**src/rtl/stream_matrix_transposer_if.sv**
```systemverilog
// Element stream bundle for stream_matrix_transposer: input and output handshakes,
// per-matrix transpose enable and per-bank occupancy flags.
interface stream_matrix_transposer_if #(
   parameter int unsigned DATA_WIDTH = 8
);
   logic [DATA_WIDTH-1:0] in_data;
   logic                  in_valid;
   logic                  in_tr_en;
   logic                  in_ready;
   logic [DATA_WIDTH-1:0] out_data;
   logic                  out_valid;
   logic                  out_ready;
   logic                  out_last;
   logic [1:0]            bank_full;

   modport master (
      output in_data, in_valid, in_tr_en, out_ready,
      input  in_ready, out_data, out_valid, out_last, bank_full
   );

   modport slave (
      input  in_data, in_valid, in_tr_en, out_ready,
      output in_ready, out_data, out_valid, out_last, bank_full
   );
endinterface

```
**src/rtl/stream_matrix_transposer.sv**
```systemverilog
// Streaming ROWS x COLS matrix transposer with a two-bank ping-pong store.
// A mode bit latched with each matrix's first element selects transposed or pass-through order.
module stream_matrix_transposer #(
   parameter int unsigned ROWS       = 4,
   parameter int unsigned COLS       = 4,
   parameter int unsigned DATA_WIDTH = 8
) (
   input logic                       clk,
   input logic                       rst,
   stream_matrix_transposer_if.slave bus
);
   localparam int unsigned N  = ROWS * COLS;
   localparam int unsigned AW = (N > 1) ? $clog2(N) : 1;
   localparam logic [AW-1:0] LastIdx = AW'(N - 1);
   localparam logic [AW-1:0] LastRow = AW'(ROWS - 1);
   localparam logic [AW-1:0] LastCol = AW'(COLS - 1);

   logic [DATA_WIDTH-1:0] mem [2][N];

   logic          wb_q, wb_d, rb_q, rb_d;
   logic [AW-1:0] wi_q, wi_d;
   logic [AW-1:0] oc_q, oc_d, orr_q, orr_d, li_q, li_d;
   logic [1:0]    full_q, full_d;
   logic [1:0]    mode_q, mode_d;

   logic          in_hs, out_hs, last_pos;
   logic [AW-1:0] raddr;

   // All status outputs come from registers only; no valid/ready feed-through.
   assign bus.in_ready  = !full_q[wb_q];
   assign bus.out_valid = full_q[rb_q];
   assign bus.bank_full = full_q;
   assign bus.out_last  = full_q[rb_q] && last_pos;
   assign bus.out_data  = mem[rb_q][raddr];

   assign in_hs  = bus.in_valid && !full_q[wb_q];
   assign out_hs = bus.out_ready && full_q[rb_q];

   always_comb begin
      if (mode_q[rb_q]) begin
         raddr    = AW'(32'(orr_q) * COLS + 32'(oc_q));
         last_pos = (oc_q == LastCol) && (orr_q == LastRow);
      end else begin
         raddr    = li_q;
         last_pos = (li_q == LastIdx);
      end
   end

   always_comb begin
      wb_d   = wb_q;
      wi_d   = wi_q;
      rb_d   = rb_q;
      oc_d   = oc_q;
      orr_d  = orr_q;
      li_d   = li_q;
      full_d = full_q;
      mode_d = mode_q;

      if (in_hs) begin
         if (wi_q == '0) mode_d[wb_q] = bus.in_tr_en;
         if (wi_q == LastIdx) begin
            full_d[wb_q] = 1'b1;
            wi_d         = '0;
            wb_d         = ~wb_q;
         end else begin
            wi_d = wi_q + AW'(1);
         end
      end

      // Writer and reader never share a bank here, so both flag updates can land together.
      if (out_hs) begin
         if (last_pos) begin
            full_d[rb_q] = 1'b0;
            rb_d         = ~rb_q;
            oc_d         = '0;
            orr_d        = '0;
            li_d         = '0;
         end else if (mode_q[rb_q]) begin
            if (orr_q == LastRow) begin
               orr_d = '0;
               oc_d  = oc_q + AW'(1);
            end else begin
               orr_d = orr_q + AW'(1);
            end
         end else begin
            li_d = li_q + AW'(1);
         end
      end
   end

   always_ff @(posedge clk) begin
      if (rst) begin
         wb_q   <= 1'b0;
         wi_q   <= '0;
         rb_q   <= 1'b0;
         oc_q   <= '0;
         orr_q  <= '0;
         li_q   <= '0;
         full_q <= 2'b00;
         mode_q <= 2'b00;
      end else begin
         wb_q   <= wb_d;
         wi_q   <= wi_d;
         rb_q   <= rb_d;
         oc_q   <= oc_d;
         orr_q  <= orr_d;
         li_q   <= li_d;
         full_q <= full_d;
         mode_q <= mode_d;
      end
   end

   // Bank contents survive reset; only the occupancy flags are cleared.
   always_ff @(posedge clk) begin
      if (in_hs) mem[wb_q][wi_q] <= bus.in_data;
   end
endmodule

```
**src/flat_wrapper.sv**
```systemverilog
// flat-port wrapper written by rule: the top's interface ports become plain ports
module stream_matrix_transposer_flat 
#(
   parameter int unsigned ROWS       = 4,
   parameter int unsigned COLS       = 4,
   parameter int unsigned DATA_WIDTH = 8
)
  (clk, rst, bus_in_data, bus_in_valid, bus_in_tr_en, bus_out_ready, bus_in_ready, bus_out_data, bus_out_valid, bus_out_last, bus_bank_full);
  stream_matrix_transposer_if #(.DATA_WIDTH(DATA_WIDTH)) bus_i ();
  input logic clk;
  input logic rst;
  input wire logic [$bits(bus_i.in_data)-1:0] bus_in_data;
  input wire logic [$bits(bus_i.in_valid)-1:0] bus_in_valid;
  input wire logic [$bits(bus_i.in_tr_en)-1:0] bus_in_tr_en;
  input wire logic [$bits(bus_i.out_ready)-1:0] bus_out_ready;
  output wire logic [$bits(bus_i.in_ready)-1:0] bus_in_ready;
  output wire logic [$bits(bus_i.out_data)-1:0] bus_out_data;
  output wire logic [$bits(bus_i.out_valid)-1:0] bus_out_valid;
  output wire logic [$bits(bus_i.out_last)-1:0] bus_out_last;
  output wire logic [$bits(bus_i.bank_full)-1:0] bus_bank_full;
  assign bus_i.in_data = bus_in_data;
  assign bus_i.in_valid = bus_in_valid;
  assign bus_i.in_tr_en = bus_in_tr_en;
  assign bus_i.out_ready = bus_out_ready;
  assign bus_in_ready = bus_i.in_ready;
  assign bus_out_data = bus_i.out_data;
  assign bus_out_valid = bus_i.out_valid;
  assign bus_out_last = bus_i.out_last;
  assign bus_bank_full = bus_i.bank_full;
  stream_matrix_transposer #(.ROWS(ROWS), .COLS(COLS), .DATA_WIDTH(DATA_WIDTH)) u_core (.clk(clk), .rst(rst), .bus(bus_i));
endmodule
```
**config.mk**
```make
export PLATFORM = sky130hd
export DESIGN_NAME = stream_matrix_transposer_flat
export DESIGN_NICKNAME = d
export VERILOG_FILES = /design/src/rtl/stream_matrix_transposer_if.sv /design/src/rtl/stream_matrix_transposer.sv /design/src/flat_wrapper.sv
export SDC_FILE = /design/constraint.sdc
export NUM_CORES = 1
export LEC_CHECK = 0
export CORE_AREA = 2 2 176 135
export CTS_CLUSTER_SIZE = 8
export DETAILED_ROUTE_END_ITERATION = 8
export DIE_AREA = 0 0 178 137
export PLACE_DENSITY = 0.68
export SLEW_MARGIN = 20
export SYNTH_ARGS = -nofsm -noshare
export SYNTH_HDL_FRONTEND = slang
export SYNTH_SLANG_ARGS = --single-unit
```
**constraint.sdc**
```tcl
create_clock -name clk -period 2.35 [get_ports clk]
set_clock_uncertainty 0.15 [all_clocks]
set_input_delay 0.47 -clock clk [delete_from_list [all_inputs] [get_ports clk]]
set_output_delay 0.47 -clock clk [all_outputs]
set_load 0.1 [all_outputs]
```
==> metrics.md <==
| Metric | Value |
|---|---|
| Slew @ Worst Pin | `between 0.5 and 0.6 ns` |
| Diodes inserted | `0` |
| PwrDens | `between 700 and 800 nW/um^2` |
| Relative slew slack | `between 60 and 70%` |
| Final setup viols | `9` |
| Top cell by count, worst path | `buf_12` |
| Via density | `about 5.9` |
| Worst setup path category | `reg2out` |
| Area leader, netlist | `edfxtp_1` |
| Die width | `roughly 180 um` |
| Port bufs | `25` |
| Max stage delay on crit path | `about 0.49 ns` |
| Crit Path Max Fanout | `7` |
| Drt pass-1 iters | `4` |
| Multi-input logic area | `roughly 3600 um^2` |
| Die footprint | `about 24,000 um^2` |
| Starting density of the core | `approximately 50%` |
| Unrepaired setup endpoints after global routing | `yes` |
| Distinct cells, synth | `47` |
| First DRT Iteration DRCs | `611` |
| YS warnings | `0` |
| Hold-fix buffer count after cts | `0` |
| Slowest-stage cell, CP | `mux2_8` |
| # rows | `48` |
| Top delay family on crit path | `multiplexers` |
| Crit path capture type | `output port` |
| Logic pwr share | `around 4.3%` |
| Worst hold path depth | `2` |
| Critical Path, Cell by Cell | `mux2i_4 > mux2_8 > buf_12 > mux4_2 > a21oi_1 > a32oi_1 > a21o_4 > buf_12` |
| Largest net degree at the start of global routing | `33` |
| Remaining antenna violation count after routing | `0` |
| P_sw | `0.00225 W` |
| Post-synthesis sequential area ratio | `about 73%` |
| Peak supply drop | `0.631 mV` |
| Post-layout minimum cycle time | `3.51 ns` |
| IO Pins | `26` |
| Maximum root-to-sink buffer count | `3` |
| Syn_nets | `645` |
| Root buffer selected by CTS | `clkbuf_16` |
| Vias in the first global route | `about 6,400` |
| Share of the synthesized area in the top cell type | `between 60 and 70%` |
| Failing checks | `setup timing` |
| Gr usage total | `a little under a quarter` |
| Most used DFF post-synth | `edfxtp_1` |
| First-pass GRT wire length | `39.5 mm` |
| WP depth | `8` |
| Synthesized area | `about 11,000 um^2` |
| Total CTS buffers | `40` |
| WP data arrival | `between 2 and 3 ns` |
| HP Class | `reg2reg` |
| Cell-internal power | `a little under 0.009 W` |
| Fin crit share | `149%` |
| Layout cells sized above 1 | `39.8%` |
| Reg power frac | `between 40% and 50%` |
| Remaining global-route overflow | `0` |
| Fin. Hold Viols | `0` |
| Clk_lat worst skew | `approximately 0.5 ns` |
| Dpl hpwl | `16.7 mm` |
| Vias after detailed routing | `between 6,000 and 7,000` |
| Flops & latches, synth | `approximately 280` |
| FF-to-FF path depth | `8` |
| Lkg Pwr | `~4.6 nW` |
| Clock-pin transition on the worst setup and hold timing paths | `approximately 0.05 ns` |
| CTS Sinks | `about 280` |
| Fraction of power spent switching nets | `between 20% and 30%` |
| Syn_area_per_cell | `between 15 and 20 um^2` |
| WL/cell | `approximately 25 um` |
| Synth area leaders | `edfxtp_1, mux4_2, dfxtp_1` |
| Setup TNS | `-9.42 ns` |
| TritonCTS clock tree | `done` |
| Gpl congestion | `0.860` |
| Post-synth EDFFs | `between 200 and 300` |
| Async S/R FF share, synth | `0%` |
| Routed WL | `about 26 mm` |
| Fillers | `1,527` |
| Area growth syn-to-layout | `28.4%` |
| Die Ht | `between 100 and 150 um` |
| Startpoint Class | `register` |
| Clock Power Share | `between 40% and 50%` |
| Most common cell in the netlist | `edfxtp_1` |
| Pre-CTS setup slack | `-0.807 ns` |
| DR DRC count | `0` |
| H-tree depth | `2` |
| Top post-synthesis cells by count | `edfxtp_1, mux4_2, nand2_1` |
| Max Freq | `approximately 0.29 GHz` |
| Initial antenna violation count | `0` |
| Final Slew Violations | `0` |
| Total core area | `22,600 um^2` |
| Register Area | `around 8200 um^2` |
| Final worst setup slack | `-1.16 ns` |
| Sum of buffers and inverters on the critical path | `2` |
| # nets final | `763` |
| Crit path required time | `1.73 ns` |
| Mapped Cells | `between 600 and 700` |
| Outcome | `complete, but fails checks` |
| Number of max-cap violations | `0` |
==> final timing paths <==
kind                                 start                       endpoint  slack, ns
max               u_core.rb_q$_SDFFE_PP0P_                bus_out_data[4]      -1.16
min          u_core.mode_q[0]$_SDFFE_PP0P_  u_core.mode_q[0]$_SDFFE_PP0P_       0.36
min reg2reg  u_core.mode_q[0]$_SDFFE_PP0P_  u_core.mode_q[0]$_SDFFE_PP0P_       0.36
max reg2reg    u_core.li_q[0]$_SDFFE_PP0P_    u_core.oc_q[3]$_SDFFE_PP0P_       0.09
==> per-stage QoR <==
| step | utilization, % | hold slack [ns] | power [W] | instances | cell area, um^2 |
|---|---|---|---|---|---|
| 2_1_floorplan | - | 0.335 | 0.00579 | 624 | 11700 |
| 3_3_place_gp | 56.8 | 0.350 | 0.00599 | 989 | 12900 |
| 3_5_place_dp | 56.8 | 0.365 | 0.00600 | 989 | 12900 |
| 4_1_cts | 63.2 | 0.369 | 0.0111 | 1055 | 14300 |
| 5_1_grt | 63.5 | 0.394 | 0.0113 | 1058 | 14400 |
| 6_report | 63.5 | 0.363 | 0.0110 | 1058 | 14400 |
==> layout by cell type (no fill, tap or decap), drive strengths merged, types with 8 or more instances in the layout <==
| master | Yosys | routed |
|---|---|---|
| clkbuf | 10 | 56 |
| mux2i | 25 | 25 |
| dfxtp | 23 | 23 |
| edfxtp | 256 | 256 |
| nor3 | 12 | 12 |
| buf | 21 | 91 |
| mux4 | 53 | 53 |
| nor2 | 48 | 48 |
| a21oi | 14 | 14 |
| clkdlybuf4s50 | 0 | 12 |
| xor2 | 9 | 9 |
| mux2 | 12 | 16 |
| ha | 8 | 8 |
| nand2 | 52 | 52 |
==> final cells by class <==
type                       instances  share of cell area [%]
clock inverter                     2                   0.122
timing repair buffer             103                    7.89
inverter                           4                   0.131
sequential                       279                    56.8
multi-input combinational        314                    24.9
tap                              300                    2.61
clock buffer                      56                    7.53
==> power groups by stage <==
stage / Sequential (W) / Clock (W) / Combinational [W]
final: 0.00547 / 0.00508 / 0.000476
after global routing: 0.00546 / 0.00536 / 0.000497
after CTS: 0.00547 / 0.00514 / 0.000476
after detailed placement: 0.00556 / 0 / 0.000444
after global placement: 0.00556 / 0 / 0.000434
after floorplan: 0.00556 / 0 / 0.000229
==> worst reg2reg max path: cells and delay by family (launching register included) <==
| family | cells | cell delay, ns |
|---|---|---|
| AO/OA/AOI/OAI | 2 | 0.63 |
| XOR/XNOR | 1 | 0.18 |
| adder cells (fa/ha/maj) | 1 | 0.19 |
| flip-flops | 1 | 0.40 |
| buffers and inverters | 1 | 0.17 |
| AND/OR/NAND/NOR | 3 | 0.42 |
==> cell families after synthesis <==
kind of cell / share of synthesized area (%)
buffers and inverters: 1.73
and+or+nand+nor: 5.19
AOI/OAI and AO/OA: 4.02
muxes: 14.3
xor gates and xnor gates: 1.09
adders and majority gates: 0.894
DFF: 72.8
==> per-layer routing <==
layer | part of all wire, % | global-route usage (%)
met1 | 45 | 33.5
met2 | 46 | 33.3
met3 | 7.4 | 5.78
met4 | 1.6 | 6.06
met5 | 0 | 0
==> registers in the layout, summed over array words and instances (netlist names), named ones only <==
| name | count |
|---|---|
| u_core.mode_q | 2 |
| u_core.oc_q | 4 |
| u_core.rb_q | 1 |
| u_core.bus.bank_full | 2 |
| u_core.wi_q | 4 |
| u_core.orr_q | 4 |
| u_core.wb_q | 1 |
| u_core.li_q | 4 |
| u_core.mem | 256 |
==> what timing repair did <==
| item | CTS | global route |
|---|---|---|
| cloned | 5 | 0 |
| setup buffers | 5 | 3 |
| endpoints found under the setup margin | 9 | 18 |
| gates resized for setup | 50 | 14 |
| pin swaps | 19 | 16 |
Power figures use the tool's default switching activity.
